==> src/rtl/input_pkg.sv <==
// Shared definitions for the pushbutton conditioning blocks: repeat-state
// encoding, default timing constants and a small constant helper.
package input_pkg;

  typedef enum logic [1:0] {
    IDLE,
    HOLD,
    RPT
  } rpt_state_t;

  // Defaults assume a 100 MHz system clock: 15 ms debounce, 0.5 s to first repeat, 10 Hz repeat
  localparam int DEBOUNCE_DEFAULT      = 1_500_000;
  localparam int REPEAT_DELAY_DEFAULT  = 50_000_000;
  localparam int REPEAT_PERIOD_DEFAULT = 10_000_000;

  function automatic int max_int(input int a, input int b);
    return (a > b) ? a : b;
  endfunction

endpackage

==> src/rtl/button_channel.sv <==
// One pushbutton channel: two-flop synchroniser, counting debouncer,
// registered press/release pulses and a hold-to-repeat state machine.
module button_channel
  import input_pkg::*;
#(
  parameter int DEBOUNCE_CYCLES = DEBOUNCE_DEFAULT,
  parameter int REPEAT_DELAY    = REPEAT_DELAY_DEFAULT,
  parameter int REPEAT_PERIOD   = REPEAT_PERIOD_DEFAULT
) (
  input  logic clk,
  input  logic reset,
  input  logic btn_in,
  input  logic repeat_en,
  output logic level,
  output logic press,
  output logic release_pulse,
  output logic repeat_pulse
);

  localparam int DW = $clog2(DEBOUNCE_CYCLES);
  localparam int RW = $clog2(max_int(REPEAT_DELAY, REPEAT_PERIOD));
  localparam logic [DW-1:0] D_LAST      = DW'(DEBOUNCE_CYCLES - 1);
  localparam logic [RW-1:0] DELAY_LAST  = RW'(REPEAT_DELAY - 1);
  localparam logic [RW-1:0] PERIOD_LAST = RW'(REPEAT_PERIOD - 1);

  logic          s1;
  logic          s2;
  logic [DW-1:0] dcnt;
  logic          settle;
  logic          rise_evt;
  logic          fall_evt;

  rpt_state_t    state;
  rpt_state_t    state_next;
  logic [RW-1:0] rcnt;
  logic [RW-1:0] rcnt_next;
  logic          fire_next;

  // settle marks the edge on which level flips; press/release and the FSM key off it
  assign settle   = (s2 != level) && (dcnt == D_LAST);
  assign rise_evt = settle & s2;
  assign fall_evt = settle & ~s2;

  always_ff @(posedge clk) begin
    if (reset) begin
      s1            <= 1'b0;
      s2            <= 1'b0;
      dcnt          <= '0;
      level         <= 1'b0;
      press         <= 1'b0;
      release_pulse <= 1'b0;
    end else begin
      s1            <= btn_in;
      s2            <= s1;
      press         <= rise_evt;
      release_pulse <= fall_evt;
      if (s2 == level) begin
        dcnt <= '0;
      end else if (dcnt == D_LAST) begin
        level <= s2;
        dcnt  <= '0;
      end else begin
        dcnt <= dcnt + 1'b1;
      end
    end
  end

  always_ff @(posedge clk) begin
    if (reset) begin
      state        <= IDLE;
      rcnt         <= '0;
      repeat_pulse <= 1'b0;
    end else begin
      state        <= state_next;
      rcnt         <= rcnt_next;
      repeat_pulse <= fire_next;
    end
  end

  // A falling level always beats a repeat due on the same edge
  always_comb begin
    state_next = state;
    rcnt_next  = rcnt;
    fire_next  = 1'b0;
    case (state)
      IDLE: begin
        rcnt_next = '0;
        if (repeat_en && rise_evt) begin
          state_next = HOLD;
        end
      end
      HOLD: begin
        if (fall_evt) begin
          state_next = IDLE;
          rcnt_next  = '0;
        end else if (rcnt == DELAY_LAST) begin
          state_next = RPT;
          rcnt_next  = '0;
          fire_next  = 1'b1;
        end else begin
          rcnt_next = rcnt + 1'b1;
        end
      end
      RPT: begin
        if (fall_evt) begin
          state_next = IDLE;
          rcnt_next  = '0;
        end else if (rcnt == PERIOD_LAST) begin
          rcnt_next = '0;
          fire_next = 1'b1;
        end else begin
          rcnt_next = rcnt + 1'b1;
        end
      end
      default: begin
        state_next = IDLE;
        rcnt_next  = '0;
      end
    endcase
  end

endmodule

==> src/rtl/button_bank.sv <==
// Bank of independent pushbutton channels feeding the game controller; the
// top level only merges the per-channel pulses into action and any_press.
module button_bank
  import input_pkg::*;
#(
  parameter int               N_BTN           = 5,
  parameter int               DEBOUNCE_CYCLES = DEBOUNCE_DEFAULT,
  parameter int               REPEAT_DELAY    = REPEAT_DELAY_DEFAULT,
  parameter int               REPEAT_PERIOD   = REPEAT_PERIOD_DEFAULT,
  parameter logic [N_BTN-1:0] REPEAT_MASK     = '1
) (
  input  logic             clk,
  input  logic             reset,
  input  logic [N_BTN-1:0] btn_in,
  output logic [N_BTN-1:0] level,
  output logic [N_BTN-1:0] press,
  output logic [N_BTN-1:0] release_pulse,
  output logic [N_BTN-1:0] repeat_pulse,
  output logic [N_BTN-1:0] action,
  output logic             any_press
);

  for (genvar i = 0; i < N_BTN; i++) begin : g_ch
    button_channel #(
      .DEBOUNCE_CYCLES(DEBOUNCE_CYCLES),
      .REPEAT_DELAY   (REPEAT_DELAY),
      .REPEAT_PERIOD  (REPEAT_PERIOD)
    ) u_channel (
      .clk          (clk),
      .reset        (reset),
      .btn_in       (btn_in[i]),
      .repeat_en    (REPEAT_MASK[i]),
      .level        (level[i]),
      .press        (press[i]),
      .release_pulse(release_pulse[i]),
      .repeat_pulse (repeat_pulse[i])
    );
  end

  assign action    = press | repeat_pulse;
  assign any_press = |press;

endmodule

==> config.mk <==
export PLATFORM = sky130hd
export DESIGN_NAME = button_bank
export DESIGN_NICKNAME = d
export VERILOG_FILES = /design/src/rtl/input_pkg.sv /design/src/rtl/button_channel.sv /design/src/rtl/button_bank.sv
export SDC_FILE = /design/constraint.sdc
export NUM_CORES = 1
export LEC_CHECK = 0
export BUFFER_PORTS_ARGS = -buffer_cell sky130_fd_sc_hd__buf_2
export CAP_MARGIN = 25
export CORE_MARGIN = 2
export CORE_UTILIZATION = 60
export CTS_BUF_LIST = sky130_fd_sc_hd__clkbuf_4
export DETAILED_ROUTE_END_ITERATION = 8
export GPL_TIMING_DRIVEN = 1
export PLACE_DENSITY = 0.82
export SLEW_MARGIN = 20
export SYNTH_ARGS = -nofsm -noshare
export SYNTH_HDL_FRONTEND = slang
export SYNTH_SLANG_ARGS = --single-unit
==> constraint.sdc <==
create_clock -name clk -period 3.5 [get_ports clk]
set_input_delay 0.35 -clock clk [delete_from_list [all_inputs] [get_ports clk]]
set_output_delay 0.35 -clock clk [all_outputs]
set_load 0.02 [all_outputs]
==> results.md <==
- The routed layout has roughly 11000 vias.
- The flow ran to the end, and the final reports show no timing, DRC or antenna violations.
- Clock-pin slew was measured on the worst setup and hold paths at about 0.060 ns.
- STA puts the critical path data required time at ~4 ns.
- sky130_fd_sc_hd__dfxtp_1 takes more of the synthesized area than any other cell.
- The leading register cell type out of synthesis is sky130_fd_sc_hd__dfxtp_1.
- The later pin in the worst-skew pair is clocked with a latency of around 0.68 ns.
- The initial utilization of the core area, before any placement, comes to around 62%.
- The cell at the root of the clock tree is sky130_fd_sc_hd__clkbuf_4.
- The quantity of gates resized following cts is 0.
- The CTS tree is built.
- In the post-synthesis netlist, the cell with the most instances is sky130_fd_sc_hd__dfxtp_1.
- The fraction of registers with async set or reset after synthesis is 0%.
- In this run the critical register-to-register path is captured at g_ch[1].u_channel.rcnt[23].
- The part of the cycle the worst path needs is approximately 79%.
- The design draws a little under 6 mW.
- The floorplan step defined a die boundary enclosing 0.02297 mm^2.
- The routed design has approximately 26 mm of wire.
- In this run, CTS created clock tree buffers numbering 72.
- Setup repair after global routing left no endpoint under its margin.
- In this run the tightest slew margin relative to its limit is between 30% and 40%.
- The worst vdd rail ir drop is 217.0 uV.
- Once layout is done, the placed cells without fillers occupy ~0.014 mm^2.
- In the final routed layout, each cell accounts on average for ~14 um.
- The number of enable flip-flop cells after synthesis is 0.
- The number of nets produced by synthesis is ~1600.
- After filler insertion, the fill cell instance count of the layout stands at ~1700.
- The count of unresolved DRC violations after routing is 0.
- The number of synthesis warnings is 0.
- The detailed placement HPWL is approximately 18 mm.
- For this run, the total global-route usage over all layers was measured as 22.93%.
- The number of antenna violations at the first check in global routing is 2.
- The hold violation count in the final report came to 0.
- The die width is ~150 um.
- Entering global routing, the biggest net connects 28 pins.
- The total area inside the core boundary comes to ~0.021 mm^2.
- The worst path in the final design needs a cycle of 2.749 ns, including I/O delays and setup.
- The setup slack on the worst flop-to-flop path is about 0.75 ns.
- The via count of the first global-routing pass is 10080.
- The class of the most critical setup path is flip-flop to flip-flop.
- The initialized floorplan defines 53 standard-cell rows.
- The die is around 150 um tall.
- The number of pins exceeding their max-slew limit in the final report is 0.
- For this run, the number of standard cells in the final layout without fillers is between 1500 and 2000.
- The first-pass GRT wire length is ~44 mm.
- The arrival time reported for the critical path endpoint is around 3.3 ns.
- The synthesized netlist occupies a cell area of between 0.01 and 0.015 mm^2.
- The end point of the critical path is g_ch[1].u_channel.rcnt[23].
- Setup total negative slack on the finished layout was measured at 0 ns.
- The top fanout value on the critical path is 26.
- The power density over the cells is between 400 and 500 mW/mm^2.
- The number of port buffers is 32.
- The via density per instance is 5.623.
- In this run the cell area measured after placement is 0.01328 mm^2.
- The largest buffer count on any clock path is 3.
- Timing would allow up to approximately 0.36 GHz.
- The kind of end point of the critical path is a flip-flop.
- The length of the first detailed-routing pass in iterations is 5.
- The area added between synthesis and finish is 9.069%.
- Sequential cells were found to cover approximately 42% of the synthesized design area.
- The utilization of the core after routing is around two thirds.
- The area fraction of the dominant cell type after synthesis is between 40% and 50%.
- Across the routed clock network, the largest skew measured is 0.04086 ns.
- Counting instances in the post-synthesis netlist gives the leading cell types as sky130_fd_sc_hd__dfxtp_1 (275), sky130_fd_sc_hd__nor2_1 (259), sky130_fd_sc_hd__nand3_1 (113), sky130_fd_sc_hd__xor2_1 (113), sky130_fd_sc_hd__xnor2_1 (97).
- CTS built an H-tree with a depth of 3.
- The flop and latch count out of synthesis is around 280.
- Counting cells, the worst reg-to-reg path comes to 5.
- The unique cell type count in the Yosys netlist is 65.
- The worst setup path startpoint is g_ch[1].u_channel.dcnt[16].
- The total overflow reported by the global router is 0.
- The type of origin of the critical path is a flip-flop.
- The final-stage net count is between 1500 and 2000.
- In the final layout, the share of cells above drive strength 1 is a little over a tenth.
- During I/O placement, the number of pins put on the boundary was 33.
- The startpoint identified for the worst register-to-register timing path is g_ch[1].u_channel.dcnt[16].
- The average cell area after synthesis is 8.601 um^2.
- The setup violation total in the final timing report is 0.
- The max-cap check violation count is 0.
- The slew at the pin closest to its max-slew limit is about 0.90 ns.
- The detail route stage leaves a number of antenna-violating nets equal to 0.
- The number of placed instances with taps included is approximately 1800.
- The sink count of the clock tree is 275.
- Sorting the synthesized cells by area gives the leading types as sky130_fd_sc_hd__dfxtp_1 (42%), sky130_fd_sc_hd__xor2_1 (7.6%), sky130_fd_sc_hd__nor2_1 (7.4%).
- After technology mapping, the gate count stands at 1519.
- The static leakage power is roughly 4.6 nW.
- At the end of routability-driven placement, the weighted congestion stood at between 0.8 and 0.9.
- The first routing iteration left a little over 600 violations.
- The class of the worst hold path is input pin to flip-flop.
-- cells in the final DEF, fill, tap and decap left out, types with 7 or more instances in the layout --
cell and count:
sky130_fd_sc_hd__a21oi_1 11, sky130_fd_sc_hd__and2_1 11, sky130_fd_sc_hd__and3_1 41, sky130_fd_sc_hd__and4_1 21, sky130_fd_sc_hd__buf_2 32, sky130_fd_sc_hd__buf_4 7, sky130_fd_sc_hd__clkbuf_4 109, sky130_fd_sc_hd__clkinv_1 13
sky130_fd_sc_hd__dfxtp_1 275, sky130_fd_sc_hd__ha_1 30, sky130_fd_sc_hd__inv_1 48, sky130_fd_sc_hd__nand2_1 81, sky130_fd_sc_hd__nand2b_1 7, sky130_fd_sc_hd__nand3_1 113, sky130_fd_sc_hd__nand4_1 69, sky130_fd_sc_hd__nand4b_1 8
sky130_fd_sc_hd__nor2_1 259, sky130_fd_sc_hd__nor2b_1 13, sky130_fd_sc_hd__nor3_1 81, sky130_fd_sc_hd__nor4_1 36, sky130_fd_sc_hd__nor4b_1 11, sky130_fd_sc_hd__nor4bb_1 12, sky130_fd_sc_hd__o21ai_0 11, sky130_fd_sc_hd__or2_2 13
sky130_fd_sc_hd__or3_1 16, sky130_fd_sc_hd__or4_1 9, sky130_fd_sc_hd__xnor2_1 97, sky130_fd_sc_hd__xor2_1 113
-- how the worst min path moves through the flow --
stage	start	end	depth (start not counted)
floorplan	g_ch[0].u_channel.s1	g_ch[0].u_channel.s2	1
global placement	g_ch[3].u_channel.s1	g_ch[3].u_channel.s2	1
detailed placement	g_ch[1].u_channel.s1	g_ch[1].u_channel.s2	1
CTS	reset	g_ch[0].u_channel.level	2
global route	reset	g_ch[4].u_channel.press	2
finish	reset	g_ch[0].u_channel.level	2
-- layout make-up --
cell class / instances / area, um^2 / share of cell area [%]
diodes: 1 / 2.502 / 0.01756
inverters: 49 / 183.9 / 1.291
repair buffers: 45 / 267.8 / 1.879
clock inverters: 18 / 98.84 / 0.6937
flip-flops and latches: 275 / 5505 / 38.63
well taps: 275 / 344.1 / 2.415
clock buffers: 109 / 818.3 / 5.742
multi-input cells: 1131 / 7029 / 49.33
-- critical path: stages (launching register included) --
cell and delay (ns):
sky130_fd_sc_hd__dfxtp_1 0.33, sky130_fd_sc_hd__or4b_1 0.55, sky130_fd_sc_hd__or2_2 0.33, sky130_fd_sc_hd__nor4_1 0.56, sky130_fd_sc_hd__a211o_1 0.70, sky130_fd_sc_hd__nor2_1 0.12
-- what timing repair did --
item | CTS | global route
endpoints found under the hold margin | 5 | 0
buffers inserted | 0 | 0
hold buffers | 5 | 0
setup endpoints to repair | 0 | 0
-- metrics by stage --
| stage | setup slack, ns | hold slack, ns |
|---|---|---|
| 3_3_place_gp | 0.8506 | 0.4196 |
| 6_report | 0.7506 | 0.1028 |
| 3_5_place_dp | 0.7838 | 0.4269 |
| 4_1_cts | 0.7721 | 0.05234 |
| 2_1_floorplan | 1.146 | 0.4138 |
| 5_1_grt | 0.5321 | 0.07874 |
-- sequential cells by signal, indices dropped and copies added (netlist names) --
name and cells:
g_ch.u_channel.rcnt 130, g_ch.u_channel.dcnt 105, g_ch.u_channel.state 10, g_ch.u_channel.level 5, g_ch.u_channel.press 5, g_ch.u_channel.release_pulse 5, g_ch.u_channel.repeat_pulse 5, g_ch.u_channel.s1 5
g_ch.u_channel.s2 5
-- routing by layer --
metal	up-vias	global-route usage [%]	share of wire (%)
li1	5430	-	-
met1	4973	28.78	46
met2	245	38.17	47
met3	50	5.719	5.0
met4	2	8.704	2.1
met5	-	0	0.050
-- kinds of logic (layout without fill, tap and decap cells) --
| logic type | Yosys count | count (layout) | synth area share, % |
|---|---|---|---|
| AND/OR/NAND/NOR | 820 | 820 | 32.69 |
| flip-flops | 275 | 275 | 42.14 |
| XOR/XNOR | 210 | 210 | 14.08 |
| buffers and inverters | 113 | 221 | 4.060 |
| AO/OA/AOI/OAI | 67 | 67 | 3.850 |
| adder cells (fa/ha/maj) | 30 | 30 | 2.873 |
| multiplexers | 4 | 4 | 0.3065 |
| other | 0 | 1 | 0 |
-- where the power goes --
group | leakage, nW | internal (mW) | switching (mW)
registers | 2.22 | 3.14 | 0.00424
logic | 1.85 | 0.0140 | 0.0275
clock network | 0.554 | 1.49 | 1.26
total | 4.62 | 4.64 | 1.29
No activity file was read; power rests on OpenSTA's default activity.
